<file path="config.mk">
export PLATFORM = sky130hd
export DESIGN_NAME = ip_rx_flat
export DESIGN_NICKNAME = d
export VERILOG_FILES = /design/src/rtl/ip_rx_if.sv /design/src/rtl/ip_rx.sv /design/src/flat_wrapper.sv
export SDC_FILE = /design/constraint.sdc
export NUM_CORES = 1
export LEC_CHECK = 0
export ABC_AREA = 1
export BUFFER_PORTS_ARGS = -buffer_cell sky130_fd_sc_hd__buf_2
export CAP_MARGIN = 0
export CORE_UTILIZATION = 60
export DETAILED_ROUTE_END_ITERATION = 10
export GPL_ROUTABILITY_DRIVEN = 0
export PLACE_DENSITY = 0.85
export SLEW_MARGIN = 20
export SYNTH_ARGS = -nofsm -noshare
export SYNTH_HDL_FRONTEND = slang
export SYNTH_SLANG_ARGS = --single-unit
</file>
<file path="constraint.sdc">
create_clock -name i_clk -period 16.7 [get_ports i_clk]
set_clock_uncertainty 0.05 [all_clocks]
set_input_delay 3.34 -clock i_clk [delete_from_list [all_inputs] [get_ports i_clk]]
set_output_delay 3.34 -clock i_clk [all_outputs]
set_load 0.02 [all_outputs]
</file>
<file path="src/rtl/ip_rx_if.sv">
// Port bundle for ip_rx: IPv4 byte stream in, header channel and payload stream out.
// The slave view is the ip_rx side; the master view drives it (MAC side plus downstream readies).
interface ip_rx_if #(parameter int AXI_DATA_WIDTH = 8);
  logic [AXI_DATA_WIDTH-1:0] s_axis_tdata;
  logic                      s_axis_tvalid;
  logic                      s_axis_tlast;
  logic                      s_axis_trdy;

  logic [AXI_DATA_WIDTH-1:0] m_axis_tdata;
  logic                      m_axis_tvalid;
  logic                      m_axis_tlast;
  logic                      m_axis_trdy;

  logic                      m_ip_hdr_tvalid;
  logic                      m_ip_hdr_trdy;
  logic [31:0]               m_ip_src_addr;
  logic [31:0]               m_ip_dst_addr;
  logic [7:0]                m_ip_protocol;
  logic [15:0]               m_ip_payload_len;

  modport slave (
    input  s_axis_tdata, s_axis_tvalid, s_axis_tlast, m_axis_trdy, m_ip_hdr_trdy,
    output s_axis_trdy, m_axis_tdata, m_axis_tvalid, m_axis_tlast,
           m_ip_hdr_tvalid, m_ip_src_addr, m_ip_dst_addr, m_ip_protocol, m_ip_payload_len
  );

  modport master (
    output s_axis_tdata, s_axis_tvalid, s_axis_tlast, m_axis_trdy, m_ip_hdr_trdy,
    input  s_axis_trdy, m_axis_tdata, m_axis_tvalid, m_axis_tlast,
           m_ip_hdr_tvalid, m_ip_src_addr, m_ip_dst_addr, m_ip_protocol, m_ip_payload_len
  );
endinterface

</file>
<file path="src/rtl/ip_rx.sv">
// IPv4 receive de-encapsulation: parses/validates a 20-byte header, emits header fields,
// forwards the payload through a single output register, and drops malformed packets.
module ip_rx #(
  parameter int AXI_DATA_WIDTH = 8
) (
  input  logic    i_clk,
  input  logic    i_reset,
  ip_rx_if.slave  bus,
  output logic    o_hdr_err
);

  typedef enum logic [1:0] {
    S_HDR     = 2'd0,
    S_HDR_OUT = 2'd1,
    S_PAYLOAD = 2'd2,
    S_DRAIN   = 2'd3
  } state_t;

  state_t r_state, w_state_nxt;

  logic [4:0]                r_idx;
  logic [19:0]               r_acc;
  logic [7:0]                r_hi;
  logic                      r_ver_ok;
  logic [15:0]               r_tot_len;
  logic [13:0]               r_frag;
  logic [7:0]                r_proto;
  logic [31:0]               r_src;
  logic [31:0]               r_dst;
  logic [15:0]               r_pay_len;
  logic [15:0]               r_cnt;
  logic                      r_m_tvalid;
  logic                      r_m_tlast;
  logic [AXI_DATA_WIDTH-1:0] r_m_tdata;
  logic                      r_hdr_err;

  logic [19:0] w_acc_sum;
  logic [16:0] w_fold1;
  logic [15:0] w_fold2;
  logic        w_hdr_good;
  logic        w_s_trdy;
  logic        w_err;
  logic        w_hdr_accept;
  logic        w_pay_accept;

  // Each odd byte closes a big-endian word; byte 1 starts a fresh sum so no clear is needed.
  assign w_acc_sum = (r_idx == 5'd1 ? 20'd0 : r_acc) + {4'd0, r_hi, bus.s_axis_tdata};
  assign w_fold1   = {1'b0, w_acc_sum[15:0]} + {13'd0, w_acc_sum[19:16]};
  assign w_fold2   = w_fold1[15:0] + {15'd0, w_fold1[16]};

  // Evaluated only while byte 19 is on the bus; every other field is already captured.
  assign w_hdr_good = (w_fold2 == 16'hFFFF) && r_ver_ok && (r_tot_len >= 16'd21) &&
                      !r_frag[13] && (r_frag[12:0] == 13'd0);

  assign w_hdr_accept = (r_state == S_HDR) && bus.s_axis_tvalid;
  assign w_pay_accept = (r_state == S_PAYLOAD) && bus.s_axis_tvalid && w_s_trdy;

  always_ff @(posedge i_clk or posedge i_reset) begin
    if (i_reset) r_state <= S_HDR;
    else         r_state <= w_state_nxt;
  end

  always_comb begin
    w_state_nxt = r_state;
    w_s_trdy    = 1'b0;
    w_err       = 1'b0;
    case (r_state)
      S_HDR: begin
        w_s_trdy = 1'b1;
        if (bus.s_axis_tvalid) begin
          if (r_idx == 5'd19) begin
            if (w_hdr_good) begin
              w_state_nxt = S_HDR_OUT;
            end else begin
              w_err       = 1'b1;
              w_state_nxt = bus.s_axis_tlast ? S_HDR : S_DRAIN;
            end
          end else if (bus.s_axis_tlast) begin
            w_err = 1'b1;
          end
        end
      end
      S_HDR_OUT: begin
        if (bus.m_ip_hdr_trdy) w_state_nxt = S_PAYLOAD;
      end
      S_PAYLOAD: begin
        w_s_trdy = !r_m_tvalid || bus.m_axis_trdy;
        if (bus.s_axis_tvalid && w_s_trdy) begin
          if (r_cnt == 16'd1) begin
            w_state_nxt = bus.s_axis_tlast ? S_HDR : S_DRAIN;
          end else if (bus.s_axis_tlast) begin
            w_err       = 1'b1;
            w_state_nxt = S_HDR;
          end
        end
      end
      S_DRAIN: begin
        w_s_trdy = 1'b1;
        if (bus.s_axis_tvalid && bus.s_axis_tlast) w_state_nxt = S_HDR;
      end
      default: w_state_nxt = S_HDR;
    endcase
  end

  // Header capture and checksum accumulation
  always_ff @(posedge i_clk or posedge i_reset) begin
    if (i_reset) begin
      r_idx     <= 5'd0;
      r_acc     <= 20'd0;
      r_hi      <= 8'd0;
      r_ver_ok  <= 1'b0;
      r_tot_len <= 16'd0;
      r_frag    <= 14'd0;
      r_proto   <= 8'd0;
      r_src     <= 32'd0;
      r_dst     <= 32'd0;
      r_pay_len <= 16'd0;
    end else if (w_hdr_accept) begin
      r_idx <= (bus.s_axis_tlast || r_idx == 5'd19) ? 5'd0 : r_idx + 5'd1;
      if (!r_idx[0]) r_hi  <= bus.s_axis_tdata;
      else           r_acc <= w_acc_sum;
      case (r_idx)
        5'd0:  r_ver_ok        <= (bus.s_axis_tdata == 8'h45);
        5'd2:  r_tot_len[15:8] <= bus.s_axis_tdata;
        5'd3:  r_tot_len[7:0]  <= bus.s_axis_tdata;
        5'd6:  r_frag[13:8]    <= bus.s_axis_tdata[5:0];
        5'd7:  r_frag[7:0]     <= bus.s_axis_tdata;
        5'd9:  r_proto         <= bus.s_axis_tdata;
        5'd12, 5'd13, 5'd14, 5'd15: r_src <= {r_src[23:0], bus.s_axis_tdata};
        5'd16, 5'd17, 5'd18, 5'd19: r_dst <= {r_dst[23:0], bus.s_axis_tdata};
        default: ;
      endcase
      if (r_idx == 5'd19) r_pay_len <= r_tot_len - 16'd20;
    end
  end

  // Payload counter and output register; the register drains independently of the FSM
  // so a held last byte never blocks parsing of the next header.
  always_ff @(posedge i_clk or posedge i_reset) begin
    if (i_reset) begin
      r_cnt      <= 16'd0;
      r_m_tvalid <= 1'b0;
      r_m_tlast  <= 1'b0;
      r_m_tdata  <= '0;
      r_hdr_err  <= 1'b0;
    end else begin
      r_hdr_err <= w_err;
      if (r_state == S_HDR_OUT && bus.m_ip_hdr_trdy) r_cnt <= r_pay_len;
      if (w_pay_accept) begin
        r_m_tvalid <= 1'b1;
        r_m_tdata  <= bus.s_axis_tdata;
        r_m_tlast  <= (r_cnt == 16'd1) || bus.s_axis_tlast;
        r_cnt      <= r_cnt - 16'd1;
      end else if (bus.m_axis_trdy) begin
        r_m_tvalid <= 1'b0;
      end
    end
  end

  assign bus.s_axis_trdy      = w_s_trdy && !i_reset;
  assign bus.m_axis_tvalid    = r_m_tvalid;
  assign bus.m_axis_tdata     = r_m_tdata;
  assign bus.m_axis_tlast     = r_m_tlast;
  assign bus.m_ip_hdr_tvalid  = (r_state == S_HDR_OUT);
  assign bus.m_ip_src_addr    = r_src;
  assign bus.m_ip_dst_addr    = r_dst;
  assign bus.m_ip_protocol    = r_proto;
  assign bus.m_ip_payload_len = r_pay_len;
  assign o_hdr_err            = r_hdr_err;

endmodule

</file>
<file path="src/flat_wrapper.sv">
// flat-port wrapper written by rule: the top's interface ports become plain ports
module ip_rx_flat 
#(
  parameter int AXI_DATA_WIDTH = 8
)
  (i_clk, i_reset, o_hdr_err, bus_s_axis_tdata, bus_s_axis_tvalid, bus_s_axis_tlast, bus_m_axis_trdy, bus_m_ip_hdr_trdy, bus_s_axis_trdy, bus_m_axis_tdata, bus_m_axis_tvalid, bus_m_axis_tlast, bus_m_ip_hdr_tvalid, bus_m_ip_src_addr, bus_m_ip_dst_addr, bus_m_ip_protocol, bus_m_ip_payload_len);
  ip_rx_if #(.AXI_DATA_WIDTH(AXI_DATA_WIDTH)) bus_i ();
  input  logic i_clk;
  input  logic i_reset;
  output logic o_hdr_err;
  input wire logic [$bits(bus_i.s_axis_tdata)-1:0] bus_s_axis_tdata;
  input wire logic [$bits(bus_i.s_axis_tvalid)-1:0] bus_s_axis_tvalid;
  input wire logic [$bits(bus_i.s_axis_tlast)-1:0] bus_s_axis_tlast;
  input wire logic [$bits(bus_i.m_axis_trdy)-1:0] bus_m_axis_trdy;
  input wire logic [$bits(bus_i.m_ip_hdr_trdy)-1:0] bus_m_ip_hdr_trdy;
  output wire logic [$bits(bus_i.s_axis_trdy)-1:0] bus_s_axis_trdy;
  output wire logic [$bits(bus_i.m_axis_tdata)-1:0] bus_m_axis_tdata;
  output wire logic [$bits(bus_i.m_axis_tvalid)-1:0] bus_m_axis_tvalid;
  output wire logic [$bits(bus_i.m_axis_tlast)-1:0] bus_m_axis_tlast;
  output wire logic [$bits(bus_i.m_ip_hdr_tvalid)-1:0] bus_m_ip_hdr_tvalid;
  output wire logic [$bits(bus_i.m_ip_src_addr)-1:0] bus_m_ip_src_addr;
  output wire logic [$bits(bus_i.m_ip_dst_addr)-1:0] bus_m_ip_dst_addr;
  output wire logic [$bits(bus_i.m_ip_protocol)-1:0] bus_m_ip_protocol;
  output wire logic [$bits(bus_i.m_ip_payload_len)-1:0] bus_m_ip_payload_len;
  assign bus_i.s_axis_tdata = bus_s_axis_tdata;
  assign bus_i.s_axis_tvalid = bus_s_axis_tvalid;
  assign bus_i.s_axis_tlast = bus_s_axis_tlast;
  assign bus_i.m_axis_trdy = bus_m_axis_trdy;
  assign bus_i.m_ip_hdr_trdy = bus_m_ip_hdr_trdy;
  assign bus_s_axis_trdy = bus_i.s_axis_trdy;
  assign bus_m_axis_tdata = bus_i.m_axis_tdata;
  assign bus_m_axis_tvalid = bus_i.m_axis_tvalid;
  assign bus_m_axis_tlast = bus_i.m_axis_tlast;
  assign bus_m_ip_hdr_tvalid = bus_i.m_ip_hdr_tvalid;
  assign bus_m_ip_src_addr = bus_i.m_ip_src_addr;
  assign bus_m_ip_dst_addr = bus_i.m_ip_dst_addr;
  assign bus_m_ip_protocol = bus_i.m_ip_protocol;
  assign bus_m_ip_payload_len = bus_i.m_ip_payload_len;
  ip_rx #(.AXI_DATA_WIDTH(AXI_DATA_WIDTH)) u_core (.i_clk(i_clk), .i_reset(i_reset), .bus(bus_i), .o_hdr_err(o_hdr_err));
endmodule
</file>
==> key figures, run 1 <==
Status
  – Outcome: complete, no violations

Synthesis
  – Area contributors post-synth: dfrtp_1 (48%), nand2_1 (12%), o21ai_0 (7.6%)
  – Post-Syn Instances: roughly 1,200
  – Post-synthesis sequential area ratio: 0.476
  – Syn avg cell area: between 7 and 8 sq um
  – Synth area leader: dfrtp_1
  – Mapped Area: ~9500 sq um
  – Syn_nets: 1,260
  – Synth top area share: 0.476
  – Yosys cell types: 43
  – Syn. warnings: 0
  – Post-synthesis register bit count: between 150 and 200

Final layout
  – Non-Filler Instances: about 1,500
  – Final core occ: 0.713
  – Final layout net count: between 1,000 and 1,500
  – N_diodes: 0
  – Layout cells sized above 1: 0.142
  – Area Overhead vs Synth: 15.1%

Global route
  – Pin count of the biggest net entering global routing: 106
  – First-pass GRT wire length: between 30 and 40 mm
  – GRT Util Overall: 0.294
  – Vias in the first global route: a little under 8,000
  – Initial antenna violation count: 0
  – Grt total ovfl: 0

Timing
  – RSZ-0062 raised after global routing: false
  – Headroom to the max-slew limit: 0.350
  – Worst-Margin Slew: slightly below 1000 ps
  – Final hold viol count: 0
  – Setup_tns: 0 ps
  – Minimum clock period after layout: around 9000 ps
  – Hold slack: around 430 ps
  – Fin. max-slew vios: 0
  – Setup violators final: 0
  – Max Clk Rate: between 100 and 150 MHz
  – Final period util: 0.531

Detailed routing
  – Met3 WL post-DR: 1.32 mm
  – Post-Route M1 WL: 9.79 mm
  – Residual DRC: 0
  – Post-route ant nets: 0
  – 1st-iter DRT viols: around 700
  – Routed vias/inst: around 5.5
  – Routed length per instance: 15.1 microns
  – DRT Pass-1 Iters: 8
  – Detailed Route WL: ~23 mm
  – Top Layer Used: met4
  – Vias: approximately 8,500
  – WL met2: about 11 mm

Clock tree
  – Clock Tree Buf Depth: 2
  – Num CTS Buffers: 17
  – CTS sink count: approximately 180
  – Clock slew at the register clock pins of the worst setup and hold paths: ~70 ps
  – H-tree depth: 4
  – Postcts setup bufs: 0
  – Root Buffer: clkbuf_16
  – Cts hold-fix bufs: 0
  – Clock Latency Late Sink: 430 ps
  – CTS tree: yes
  – # resized after CTS: 0

Setup path
  – Data required, critical path: approximately 17,000 ps
  – CP most frequent cell: nand3_1
  – Critical Path AT: ~9000 ps
  – Crit path launch type: input pin
  – Max incr delay on CP: 600 ps
  – Setup CP Type: in2reg
  – Max FO, Critical Path: 10
  – CP endpoint kind: flip-flop
  – Crit path max-delay cell type: fa_1

Floorplan
  – Die X: 128 microns
  – Floorplan row count: between 40 and 50
  – I/O pin count: between 100 and 150
  – DIE AREA: roughly 16,000 sq um
  – CORE AREA: between 15,000 and 20,000 sq um
  – Die height: approximately 130 microns
  – Starting Density: 0.620

Min path
  – Worst min path class: reg2reg

Pwr
  – Worst vdd ir: roughly 0.14 mV
  – P_leak: between 5 and 6 nW
  – PwrDens: roughly 220 nW/um^2

Placement
  – Number of I/O port buffers: between 100 and 150
  – DP Wirelength: between 15 and 20 mm
  – Placed Cells: about 1,500

Flow run
  – Max-Cap Viols: 0
## cells by family after synthesis
kind of cell,share of synthesized area
mux,0.0189
simple gates,0.244
flops,0.476
xor+xnor,0.0193
fa+ha+maj,0.0502
buf+inv,0.0746
compound gates,0.118
## area by class of cell
cell class	instances	area [sq um]
repair buffers	118	621
clock inverters	13	193
multi-input cells	839	4300
well taps	211	264
clock buffers	19	453
flip-flops and latches	181	4530
inverters	158	598
fillers	1175	4410
## critical path: cells and delay by family
family,cells,cell delay (ps)
buf+inv,5,730
fa+ha+maj,5,1450
compound gates,3,590
xor+xnor,1,260
simple gates,24,2760
## metrics by stage
stage / cell area (sq um) / setup slack (ps) / total power, W
after floorplan: 9520 / 8390 / 0.00160
after global placement: 10300 / 7940 / 0.00191
after detailed placement: 10300 / 7690 / 0.00194
after CTS: 10900 / 8010 / 0.00239
after global routing: 11000 / 7140 / 0.00259
final: 11000 / 7840 / 0.00241
## power breakdown
part / switching (W) / internal (W)
Sequential: 0.000131 / 0.000618
Combinational: 0.000831 / 0.000397
Clock: 0.000174 / 0.000261
Total: 0.00114 / 0.00128
## synth_stat cells (all sizes together)
master	n
a211oi	1
a21boi	2
a21oi	41
a22oi	1
a31oi	4
and2	1
and3	2
buf	2
clkbuf	29
clkinv	4
dfrtp	181
fa	2
ha	35
inv	154
mux2	16
nand2	321
nand3	71
nand3b	1
nand4	15
nor2	123
nor3	12
nor3b	3
nor4	3
nor4b	1
o2111ai	1
o211ai	6
o21ai	147
o221ai	4
o22ai	1
o311ai	2
o41ai	1
or2	1
xnor2	6
xor2	15
## cell usage in the layout (no fill, tap or decap), types with 2 or more instances in the layout
master,count
a21oi_1,39
mux2_2,16
nor4_1,3
nor2_4,2
o311ai_0,2
and3_1,2
clkinv_1,4
xnor2_1,6
nand4_1,15
nand2_2,8
nand3_2,5
o221ai_1,4
clkbuf_8,2
dfrtp_1,181
inv_1,152
clkinv_2,2
ha_1,35
buf_2,114
clkinv_4,2
nand2_1,313
buf_4,3
o21ai_0,145
nor2_2,3
fa_1,2
nor3b_1,3
o21ai_1,2
nor3_1,12
clkbuf_16,17
nor2_1,118
a31oi_1,4
nand3_1,66
bufinv_16,4
xor2_1,15
o211ai_1,6
inv_6,4
## metal layers
layer  GRT usage  vias to the layer above
met5           0                        -
met1       0.380                     4053
met3      0.0551                       54
li1            -                     4122
met2       0.490                      309
met4       0.122                        0
## sequential cells by signal, indices dropped and copies added, names as in the netlist, 2 cells and up
| signal | flops |
|---|---|
| u_core.r_hi | 8 |
| u_core.r_tot_len | 16 |
| u_core.r_state | 2 |
| u_core.bus.m_ip_dst_addr | 32 |
| u_core.r_acc | 20 |
| u_core.r_cnt | 16 |
| u_core.r_frag | 14 |
| u_core.bus.m_ip_protocol | 8 |
| u_core.bus.m_ip_payload_len | 16 |
| u_core.bus.m_ip_src_addr | 32 |
| u_core.bus.m_axis_tdata | 8 |
| u_core.r_idx | 5 |
## final timing paths
path,from,endpoint,slack (ps),cells past startpoint
worst max-delay path,bus_s_axis_tdata[1],u_core.o_hdr_err,7840,38
worst max register to register,u_core.r_idx[1],u_core.o_hdr_err,9410,45
max in group asynchronous,i_reset,u_core.r_hi[3],12040,3
min in group asynchronous,i_reset,u_core.bus.m_axis_tvalid,3060,2
worst min-delay path,u_core.bus.m_ip_protocol[6],u_core.bus.m_ip_protocol[6],430,2
worst min register to register,u_core.bus.m_ip_protocol[6],u_core.bus.m_ip_protocol[6],430,2
No activity file was read; power rests on OpenSTA's default activity.
==> inputs of run 2 (changes only) <==
--- a/config.mk
+++ b/config.mk
@@ -8,10 +8,10 @@
 export ABC_AREA = 1
 export BUFFER_PORTS_ARGS = -buffer_cell sky130_fd_sc_hd__buf_2
 export CAP_MARGIN = 0
-export CORE_UTILIZATION = 60
+export CORE_UTILIZATION = 53
 export DETAILED_ROUTE_END_ITERATION = 10
 export GPL_ROUTABILITY_DRIVEN = 0
-export PLACE_DENSITY = 0.85
+export PLACE_DENSITY = 0.8
 export SLEW_MARGIN = 20
 export SYNTH_ARGS = -nofsm -noshare
 export SYNTH_HDL_FRONTEND = slang
==> constraint.sdc (replaced) <==
create_clock -name i_clk -period 7.3 [get_ports i_clk]
set_clock_uncertainty 0.05 [all_clocks]
set_input_delay 1.46 -clock i_clk [delete_from_list [all_inputs] [get_ports i_clk]]
set_output_delay 1.46 -clock i_clk [all_outputs]
set_load 0.02 [all_outputs]
==> key figures, run 2 (synthesized netlist as in run 1, its figures left out) <==
Min path
  – Hold Path End: u_core.bus.m_axis_tlast
  – Hold depth: 2 (unchanged)
  – HP Start: u_core.bus.m_axis_tlast
  – Worst min path class: reg2reg

Pwr
  – Tot Pwr: 0.00552 W (+130%)
  – PwrDens: 501 nW/um^2 (+130%)
  – P_leak: 5.85 nW (about the same)
  – Worst vdd ir: 0.320 mV (+140%)

Clock tree
  – Root Buffer: clkbuf_16
  – Clock Tree Buf Depth: 2 (unchanged)
  – H-tree depth: 4 (unchanged)
  – CTS sink count: 181 (unchanged)
  – Clock slew at the register clock pins of the worst setup and hold paths: 70 ps (about the same)
  – Clock Latency Late Sink: 430 ps (about the same)
  – CTS tree: yes
  – Cts hold-fix bufs: 0 (unchanged)
  – Num CTS Buffers: 17 (unchanged)

Final layout
  – Area Overhead vs Synth: 15.6%
  – N_diodes: 0 (unchanged)
  – Layout cells sized above 1: 0.151 (+0.00986)
  – Fin area: 11,000 sq um (+0.50%)
  – Most common cell after layout, fill and taps aside: nand2_1
  – Non-Filler Instances: 1,559 (+1.3%)
  – Commonest non-fill, non-tap cells in the layout: nand2_1 (312), dfrtp_1 (181), inv_1 (152)
  – Final layout net count: 1,372 (+0.44%)

Global route
  – Pin count of the biggest net entering global routing: 82 (-23%)
  – GRT Util Overall: 0.266 (-0.0284)
  – First-pass GRT wire length: 38.2 mm (+1.7%)
  – Grt total ovfl: 0 (unchanged)
  – Initial antenna violation count: 0 (unchanged)
  – Vias in the first global route: 7,966 (+2.1%)

Setup path
  – Max incr delay on CP: 420 ps (-180 ps)
  – RR Endpoint: u_core.o_hdr_err
  – Crit path launch: u_core.r_idx[1]
  – Data required, critical path: 7570 ps (-9400 ps)
  – CP endpoint kind: flip-flop
  – Crit path max-delay cell type: dfrtp_1
  – Max FO, Critical Path: 4 (-6)
  – Reg2Reg Depth: 45 (unchanged)
  – Critical Path AT: 6820 ps (-2310 ps)
  – Crit path launch type: flip-flop
  – R2R Path Start: u_core.r_idx[1]
  – Reg2reg setup slack: 750 ps (-8660 ps)
  – Setup CP Type: reg2reg

Floorplan
  – Die X: 136 microns (+6.3%)
  – Floorplan row count: 48 (+6.7%)
  – Die height: 136 microns (+6.3%)
  – CORE AREA: 17,400 sq um (+13%)
  – Starting Density: 0.547 (-0.0728)
  – I/O pin count: 115 (unchanged)
  – DIE AREA: 18,500 sq um (+13%)

Placement
  – Placed inst area: 10,300 sq um (+0.41%)
  – Placed Cells: 1,523 (+1.1%)
  – DP Wirelength: 16.6 mm (+3.7%)
  – Worst slack, placed: 340 ps (-7350 ps)
  – Number of I/O port buffers: 114 (unchanged)

Timing
  – Minimum clock period after layout: roughly 6600 ps
  – Headroom to the max-slew limit: 0.363 (+0.0130)
  – Worst-Margin Slew: 955 ps (-14.6 ps)
  – Setup ws final: 749 ps (-7090 ps)
  – Fin. max-slew vios: 0 (unchanged)
  – Max Clk Rate: around 150 MHz
  – Final hold viol count: 0 (unchanged)
  – RSZ-0062 raised after global routing: false
  – Setup violators final: 0 (unchanged)
  – Setup_tns: 0 ps (unchanged)
  – Final period util: 0.897

Detailed routing
  – Vias: 8,537 (-0.012%)
  – Routed length per instance: 15.2 microns (+0.57%)
  – DRT Pass-1 Iters: 6 (-2)
  – Detailed Route WL: 23.6 mm (+1.9%)
  – 1st-iter DRT viols: 592 (-16%)
  – Post-route ant nets: 0 (unchanged)
  – Residual DRC: 0 (unchanged)
  – Routed vias/inst: 5.48 (-1.3%)

Flow run
  – Max-Cap Viols: 0 (unchanged)

Status
  – Outcome: complete, no violations
==> run 2: cell types whose count changed in the layout (fill, tap and decap cells not counted), sizes merged <==
cell and delta:
clkinvlp +1, inv +4, clkinv -1, buf +6
bufinv -2, clkbuf -2
==> run 2: final cells by class <==
| class | count | area [sq um] |
|---|---|---|
| clock buffers | 17 | 425 |
| clock inverters | 15 | 183 |
| fillers | 1446 | 6400 |
| inverters | 158 | 602 |
| multi-input cells | 839 | 4330 |
| flip-flops and latches | 181 | 4530 |
| well taps | 225 | 282 |
| repair buffers | 124 | 666 |
==> run 2: critical path, delay by kind of cell, from the launching register on <==
family	cells	cell delay, ps
compound gates	3	470
fa+ha+maj	7	1610
xor+xnor	1	210
buf+inv	7	600
simple gates	27	3050
flops	1	420
==> run 2: how the worst max path moves through the flow <==
stage	end	slack [ps]	depth (start not counted)
2_1_floorplan	u_core.bus.m_axis_tdata[0]	870	1
3_3_place_gp	u_core.o_hdr_err	580	39
3_5_place_dp	u_core.o_hdr_err	340	39
4_1_cts	u_core.o_hdr_err	430	45
5_1_grt	u_core.o_hdr_err	20	48
6_report	u_core.o_hdr_err	750	45
==> run 2: per-stage QoR <==
stage           util  hold WS, ps
2_1_floorplan      -          399
3_5_place_dp   0.593          414
5_1_grt        0.632          447
4_1_cts        0.628          433
6_report       0.632          430
3_3_place_gp   0.593          409
==> run 2: power breakdown <==
group	switching, W	internal [W]
combinational	0.00193	0.000938
clock	0.000426	0.000520
sequential	0.000295	0.00141
total	0.00265	0.00287
==> run 2: per-layer routing <==
metal | vias up | GRT usage | share of wire
met5 | - | 0 | 0
met4 | 0 | 0.117 | 0.035
met3 | 72 | 0.0485 | 0.059
met2 | 296 | 0.449 | 0.49
met1 | 4043 | 0.332 | 0.42
li1 | 4126 | - | -
==> run 2: repair_timing <==
item                       4_1_cts  5_1_grt
setup endpoints to repair        0        3
resized for setup                0        8
setup buffers                    0        3
